==> src/rtl/stream_alu_fifo_if.sv <==
// Handshake bundle for stream_alu_fifo: operand side (in_*) and result side (out_*).
// slave = the arithmetic unit; master = stimulus producer / result consumer.
interface stream_alu_fifo_if #(
    parameter int WIDTH = 8,
    parameter int DEPTH = 4
);
    localparam int LW = $clog2(DEPTH) + 1;

    logic             in_valid;
    logic             in_ready;
    logic [WIDTH-1:0] in_a;
    logic [WIDTH-1:0] in_b;
    logic [1:0]       in_op;
    logic             out_valid;
    logic             out_ready;
    logic [WIDTH:0]   out_data;
    logic             out_ovf;
    logic [LW-1:0]    level;

    modport slave (
        input  in_valid, in_a, in_b, in_op, out_ready,
        output in_ready, out_valid, out_data, out_ovf, level
    );

    modport master (
        output in_valid, in_a, in_b, in_op, out_ready,
        input  in_ready, out_valid, out_data, out_ovf, level
    );
endinterface

==> src/rtl/stream_alu_fifo.sv <==
// Streaming ALU (ADD/SUB/ACC/CLR) with running accumulator feeding a result FIFO.
// Ports: clk, rst (async active-high), bus (stream_alu_fifo_if.slave).
// Optional macro STREAM_ALU_SAT_EN: saturating ADD/ACC and clamping SUB.
module stream_alu_fifo #(
    parameter int WIDTH = 8,
    parameter int DEPTH = 4
) (
    input  logic              clk,
    input  logic              rst,
    stream_alu_fifo_if.slave  bus
);
    localparam int AW = $clog2(DEPTH);
    localparam int LW = AW + 1;
    localparam logic [LW-1:0] FULL = LW'(DEPTH);
    localparam logic [WIDTH:0] SAT_MAX = {1'b0, {WIDTH{1'b1}}};

`ifdef STREAM_ALU_SAT_EN
    localparam bit SAT_EN = 1'b1;
`else
    localparam bit SAT_EN = 1'b0;
`endif

    typedef enum logic [1:0] {
        OP_ADD = 2'd0,
        OP_SUB = 2'd1,
        OP_ACC = 2'd2,
        OP_CLR = 2'd3
    } op_e;

    typedef struct packed {
        logic           ovf;
        logic [WIDTH:0] data;
    } entry_t;

    entry_t           mem_q [DEPTH];
    entry_t           mem_d [DEPTH];
    logic [AW-1:0]    wr_ptr_q, wr_ptr_d;
    logic [AW-1:0]    rd_ptr_q, rd_ptr_d;
    logic [LW-1:0]    level_q, level_d;
    logic [WIDTH-1:0] acc_q, acc_d;

    logic             push;
    logic             pop;
    logic             in_ready;
    logic             out_valid;
    entry_t           res;
    logic [WIDTH-1:0] acc_nxt;
    logic [WIDTH:0]   a_x, b_x, acc_x;
    logic [WIDTH:0]   sum_ab, diff_ab, sum_acc;
    logic             a_lt_b;

    // Ready depends only on registered occupancy: no full-bypass path.
    assign in_ready  = !rst && (level_q < FULL);
    assign out_valid = (level_q != '0);
    assign push      = bus.in_valid && in_ready;
    assign pop       = out_valid && bus.out_ready;

    assign bus.in_ready  = in_ready;
    assign bus.out_valid = out_valid;
    assign bus.out_data  = out_valid ? mem_q[rd_ptr_q].data : '0;
    assign bus.out_ovf   = out_valid ? mem_q[rd_ptr_q].ovf : 1'b0;
    assign bus.level     = level_q;

    always_comb begin
        a_x     = {1'b0, bus.in_a};
        b_x     = {1'b0, bus.in_b};
        acc_x   = {1'b0, acc_q};
        sum_ab  = a_x + b_x;
        diff_ab = a_x - b_x;
        sum_acc = acc_x + a_x;
        a_lt_b  = (bus.in_a < bus.in_b);
        res     = '0;
        acc_nxt = acc_q;
        unique case (op_e'(bus.in_op))
            OP_ADD: begin
                res.data = sum_ab;
                res.ovf  = sum_ab[WIDTH];
                if (SAT_EN && sum_ab[WIDTH]) begin
                    res.data = SAT_MAX;
                end
            end
            OP_SUB: begin
                // Borrow flag is the unsigned compare, not diff MSB.
                res.data = diff_ab;
                res.ovf  = a_lt_b;
                if (SAT_EN && a_lt_b) begin
                    res.data = '0;
                end
            end
            OP_ACC: begin
                res.data = sum_acc;
                res.ovf  = sum_acc[WIDTH];
                acc_nxt  = sum_acc[WIDTH-1:0];
                if (SAT_EN && sum_acc[WIDTH]) begin
                    res.data = SAT_MAX;
                    acc_nxt  = {WIDTH{1'b1}};
                end
            end
            OP_CLR: begin
                // Report the value being cleared.
                res.data = acc_x;
                res.ovf  = 1'b0;
                acc_nxt  = '0;
            end
            default: begin
                res     = '0;
                acc_nxt = acc_q;
            end
        endcase
    end

    always_comb begin
        mem_d    = mem_q;
        wr_ptr_d = wr_ptr_q;
        rd_ptr_d = rd_ptr_q;
        acc_d    = acc_q;
        level_d  = level_q;
        if (push) begin
            mem_d[wr_ptr_q] = res;
            wr_ptr_d        = wr_ptr_q + AW'(1);
            acc_d           = acc_nxt;
        end
        if (pop) begin
            rd_ptr_d = rd_ptr_q + AW'(1);
        end
        case ({push, pop})
            2'b10:   level_d = level_q + LW'(1);
            2'b01:   level_d = level_q - LW'(1);
            default: level_d = level_q;
        endcase
    end

    always_ff @(posedge clk or posedge rst) begin
        if (rst) begin
            for (int i = 0; i < DEPTH; i++) begin
                mem_q[i] <= '0;
            end
            wr_ptr_q <= '0;
            rd_ptr_q <= '0;
            level_q  <= '0;
            acc_q    <= '0;
        end else begin
            for (int i = 0; i < DEPTH; i++) begin
                mem_q[i] <= mem_d[i];
            end
            wr_ptr_q <= wr_ptr_d;
            rd_ptr_q <= rd_ptr_d;
            level_q  <= level_d;
            acc_q    <= acc_d;
        end
    end
endmodule

==> src/flat_wrapper.sv <==
// flat-port wrapper written by rule: the top's interface ports become plain ports
module stream_alu_fifo_flat 
#(
    parameter int WIDTH = 8,
    parameter int DEPTH = 4
)
  (clk, rst, bus_in_valid, bus_in_a, bus_in_b, bus_in_op, bus_out_ready, bus_in_ready, bus_out_valid, bus_out_data, bus_out_ovf, bus_level);
  stream_alu_fifo_if #(.WIDTH(WIDTH), .DEPTH(DEPTH)) bus_i ();
  input  logic clk;
  input  logic rst;
  input wire logic [$bits(bus_i.in_valid)-1:0] bus_in_valid;
  input wire logic [$bits(bus_i.in_a)-1:0] bus_in_a;
  input wire logic [$bits(bus_i.in_b)-1:0] bus_in_b;
  input wire logic [$bits(bus_i.in_op)-1:0] bus_in_op;
  input wire logic [$bits(bus_i.out_ready)-1:0] bus_out_ready;
  output wire logic [$bits(bus_i.in_ready)-1:0] bus_in_ready;
  output wire logic [$bits(bus_i.out_valid)-1:0] bus_out_valid;
  output wire logic [$bits(bus_i.out_data)-1:0] bus_out_data;
  output wire logic [$bits(bus_i.out_ovf)-1:0] bus_out_ovf;
  output wire logic [$bits(bus_i.level)-1:0] bus_level;
  assign bus_i.in_valid = bus_in_valid;
  assign bus_i.in_a = bus_in_a;
  assign bus_i.in_b = bus_in_b;
  assign bus_i.in_op = bus_in_op;
  assign bus_i.out_ready = bus_out_ready;
  assign bus_in_ready = bus_i.in_ready;
  assign bus_out_valid = bus_i.out_valid;
  assign bus_out_data = bus_i.out_data;
  assign bus_out_ovf = bus_i.out_ovf;
  assign bus_level = bus_i.level;
  stream_alu_fifo #(.WIDTH(WIDTH), .DEPTH(DEPTH)) u_core (.clk(clk), .rst(rst), .bus(bus_i));
endmodule
==> config.mk <==
export PLATFORM = sky130hd
export DESIGN_NAME = stream_alu_fifo_flat
export DESIGN_NICKNAME = d
export VERILOG_FILES = /design/src/rtl/stream_alu_fifo_if.sv /design/src/rtl/stream_alu_fifo.sv /design/src/flat_wrapper.sv
export SDC_FILE = /design/constraint.sdc
export NUM_CORES = 1
export LEC_CHECK = 0
export CORE_MARGIN = 3
export CORE_UTILIZATION = 45
export CTS_BUF_LIST = sky130_fd_sc_hd__clkbuf_2 sky130_fd_sc_hd__clkbuf_4 sky130_fd_sc_hd__clkbuf_8
export DETAILED_ROUTE_END_ITERATION = 7
export PLACE_DENSITY = 0.62
export SETUP_SLACK_MARGIN = 0.3
export SYNTH_ARGS = -nofsm -noshare
export SYNTH_HDL_FRONTEND = slang
export SYNTH_SLANG_ARGS = --single-unit
==> constraint.sdc <==
create_clock -name clk -period 6 [get_ports clk]
set_clock_uncertainty 0.15 [all_clocks]
set_input_delay 0.9 -clock clk [delete_from_list [all_inputs] [get_ports clk]]
set_output_delay 0.9 -clock clk [all_outputs]
set_load 0.01 [all_outputs]
==> results.py <==
metrics = {
    "logic_synthesis": {
        "synth.top_cells.by_area": "dfrtp_1 37%, ha_1 9.7%, nand2_1 6.2%",
        "synth_area_leader_cell": "dfrtp_1",
        "synth_fp_nets": 455,
        "async_flop_share": 1.00,
        "avgSynthCellArea_sq_um": 9.35,
        "synth-main-ff-cell": "dfrtp_1",
        "ys_warn_count": 0,
        "synth_area_sq_um": 3740,
        "yosysSeqAreaShare": 0.368,
        "synthCells": 400,
        "synthMostInstantiatedCell": "nand2_1",
        "yosys-top-cells-count": "62 x nand2_1, 55 x dfrtp_1, 45 x o21ai_0",
        "synth-edff-count": 0,
        "synth_top_area_frac": 0.368,
        "ys_types": 52,
        "ys_ff_latch": 55,
    },
    "outcome": {
        "outcome": "finished, final reports clean",
    },
    "placed_design": {
        "numPortBuffers": 36,
        "place_hpwl_mm": 6.10,
        "placed_area_sq_um": 4140,
        "gp_congestion": 0.868,
    },
    "clocking": {
        "clk_pin_slew_ps": 110,
        "holdBufCountCts": 0,
        "root_buffer": "clkbuf_8",
        "cts_made_buffers": 5,
        "cts_buffer_depth": 2,
        "cts_max_level": 2,
        "cts_tree": "yes",
        "cts_resized": 0,
        "clock_sinks": 55,
        "clk_latency_ps": 310,
        "post_cts_buffers": 0,
    },
    "global_routing": {
        "grt_max_degree": 56,
        "grt_use_total": 0.178,
        "antenna_found_initial": 0,
        "grt_pass1_vias": 2846,
        "grt_pass1_wl_mm": 14.0,
        "grt-ovfl-total": 0,
    },
    "worst_setup_path": {
        "end_kind": "flip-flop",
        "worstSetupPathType": "in2reg",
        "crit_fanout": 4,
        "r2r_cells": 8,
        "required_ps": 6070,
        "worst_ep_arrival_time_ps": 3520,
        "start_kind": "input pin",
    },
    "sta": {
        "rsz0062_at_grt": "false",
        "fmax_ghz": 0.290,
        "hold_viol": 0,
        "period_share": 0.575,
        "setup_tns_ps": 0,
        "slew_headroom": 0.467,
        "tightest_slew_ps": 797,
        "finalSetupViolCount": 0,
        "fin_crit_ps": 3450,
        "holdWs_ps": 336,
        "slew_violations": 0,
    },
    "hold_path": {
        "hold_depth": 2,
        "hold_class": "reg2reg",
    },
    "floorplan": {
        "rows": 32,
        "die_h_microns": 97.2,
        "fp.dieW_microns": 97.2,
        "pin_count": 37,
        "start_util": 0.474,
        "core-area_sq_um": 7890,
        "dieArea_sq_um": 9440,
    },
    "route": {
        "wire_per_inst_microns": 15.5,
        "totalWireLength_mm": 8.16,
        "first_pass_iters": 4,
        "postRouteAntennaNets": 0,
        "drt_iter0_drc": 117,
        "via_count": 2918,
        "viasPerCell": 5.55,
        "drc": 0,
    },
    "final_layout": {
        "multiInputGateArea_sq_um": 2170,
        "nNetsFinal": 478,
        "drive_gt1_frac": 0.0708,
        "seq_area_sq_um": 1380,
        "num_antenna_cells": 0,
        "fill_cells": 715,
        "fin_area_sq_um": 4230,
        "syn2layout_area_growth_pct": 13.2,
    },
    "run": {
        "maxCapViolCount": 0,
    },
    "power": {
        "power_leakage_nw": 1.91,
        "ir_drop_uv": 164,
        "power_density_nw_per_um2": 422,
        "power_w": 0.00179,
    },
}
[stage by stage]
step,worst slack [ps],instances,utilization
after floorplan,3000,400,-
after global placement,2250,518,0.525
after detailed placement,2220,518,0.525
after CTS,2510,526,0.536
after global routing,2340,526,0.536
final,2550,526,0.536
[placed cells by master (no fill, tap or decap), types with 11 or more instances in the layout]
cell type / instances
a21oi_1: 13
and2_1: 11
clkdlybuf4s50_1: 36
dfrtp_1: 55
ha_1: 29
inv_1: 25
nand2_1: 62
o21ai_0: 45
o31ai_1: 13
[where the power goes]
part           switching (W)  total (W)  internal, W
sequential          0.000138   0.000679     0.000541
combinational       0.000403   0.000886     0.000482
clock               0.000136   0.000220    0.0000848
total               0.000677    0.00179      0.00111
[kinds of logic after synthesis]
kind of cell,count (synthesis),share of synthesized area
simple gates,123,0.157
compound gates,114,0.201
flops,55,0.368
buf+inv,48,0.0525
fa+ha+maj,33,0.118
mux,14,0.0723
xor+xnor,13,0.0305
[flip-flops by register name, indices dropped and copies added, names as in the netlist]
name / cells
u_core.acc_q: 8
u_core.bus.level: 3
u_core.mem_q: 40
u_core.rd_ptr_q: 2
u_core.wr_ptr_q: 2
[worst max-delay path: stages]
cell and delay (ps):
clkdlybuf4s50_1 470, inv_1 80, ha_1 180, inv_1 60, fa_1 410, a21o_1 210
a211oi_1 260, o21bai_1 140, o21ai_0 180, mux2_2 400, o31ai_1 230
[final cells by class]
class | count | share of cell area
multi-input combinational | 297 | 0.512
sequential | 55 | 0.325
timing repair buffer | 37 | 0.0869
tap | 102 | 0.0302
inverter | 27 | 0.0240
clock buffer | 5 | 0.0163
clock inverter | 3 | 0.00562
[metal layers]
metal | part of all wire | track usage
met5 | 0 | 0
met4 | 0.013 | 0.0421
met3 | 0.040 | 0.0215
met2 | 0.47 | 0.297
met1 | 0.47 | 0.249
[worst paths after layout]
kind,start,endpoint,slack (ps)
worst max-delay path,bus_in_a[0],u_core.mem_q[26]$_DFFE_PP0P_,2550
worst max register to register,u_core.acc_q[0]$_DFFE_PP0P_,u_core.mem_q[26]$_DFFE_PP0P_,3240
min in group asynchronous,rst,u_core.mem_q[37]$_DFFE_PP0P_,970
max in group asynchronous,rst,u_core.mem_q[4]$_DFFE_PP0P_,4280
worst min register to register,u_core.mem_q[9]$_DFFE_PP0P_,u_core.mem_q[9]$_DFFE_PP0P_,340
worst min-delay path,u_core.mem_q[9]$_DFFE_PP0P_,u_core.mem_q[9]$_DFFE_PP0P_,340
Power figures use the tool's default switching activity.
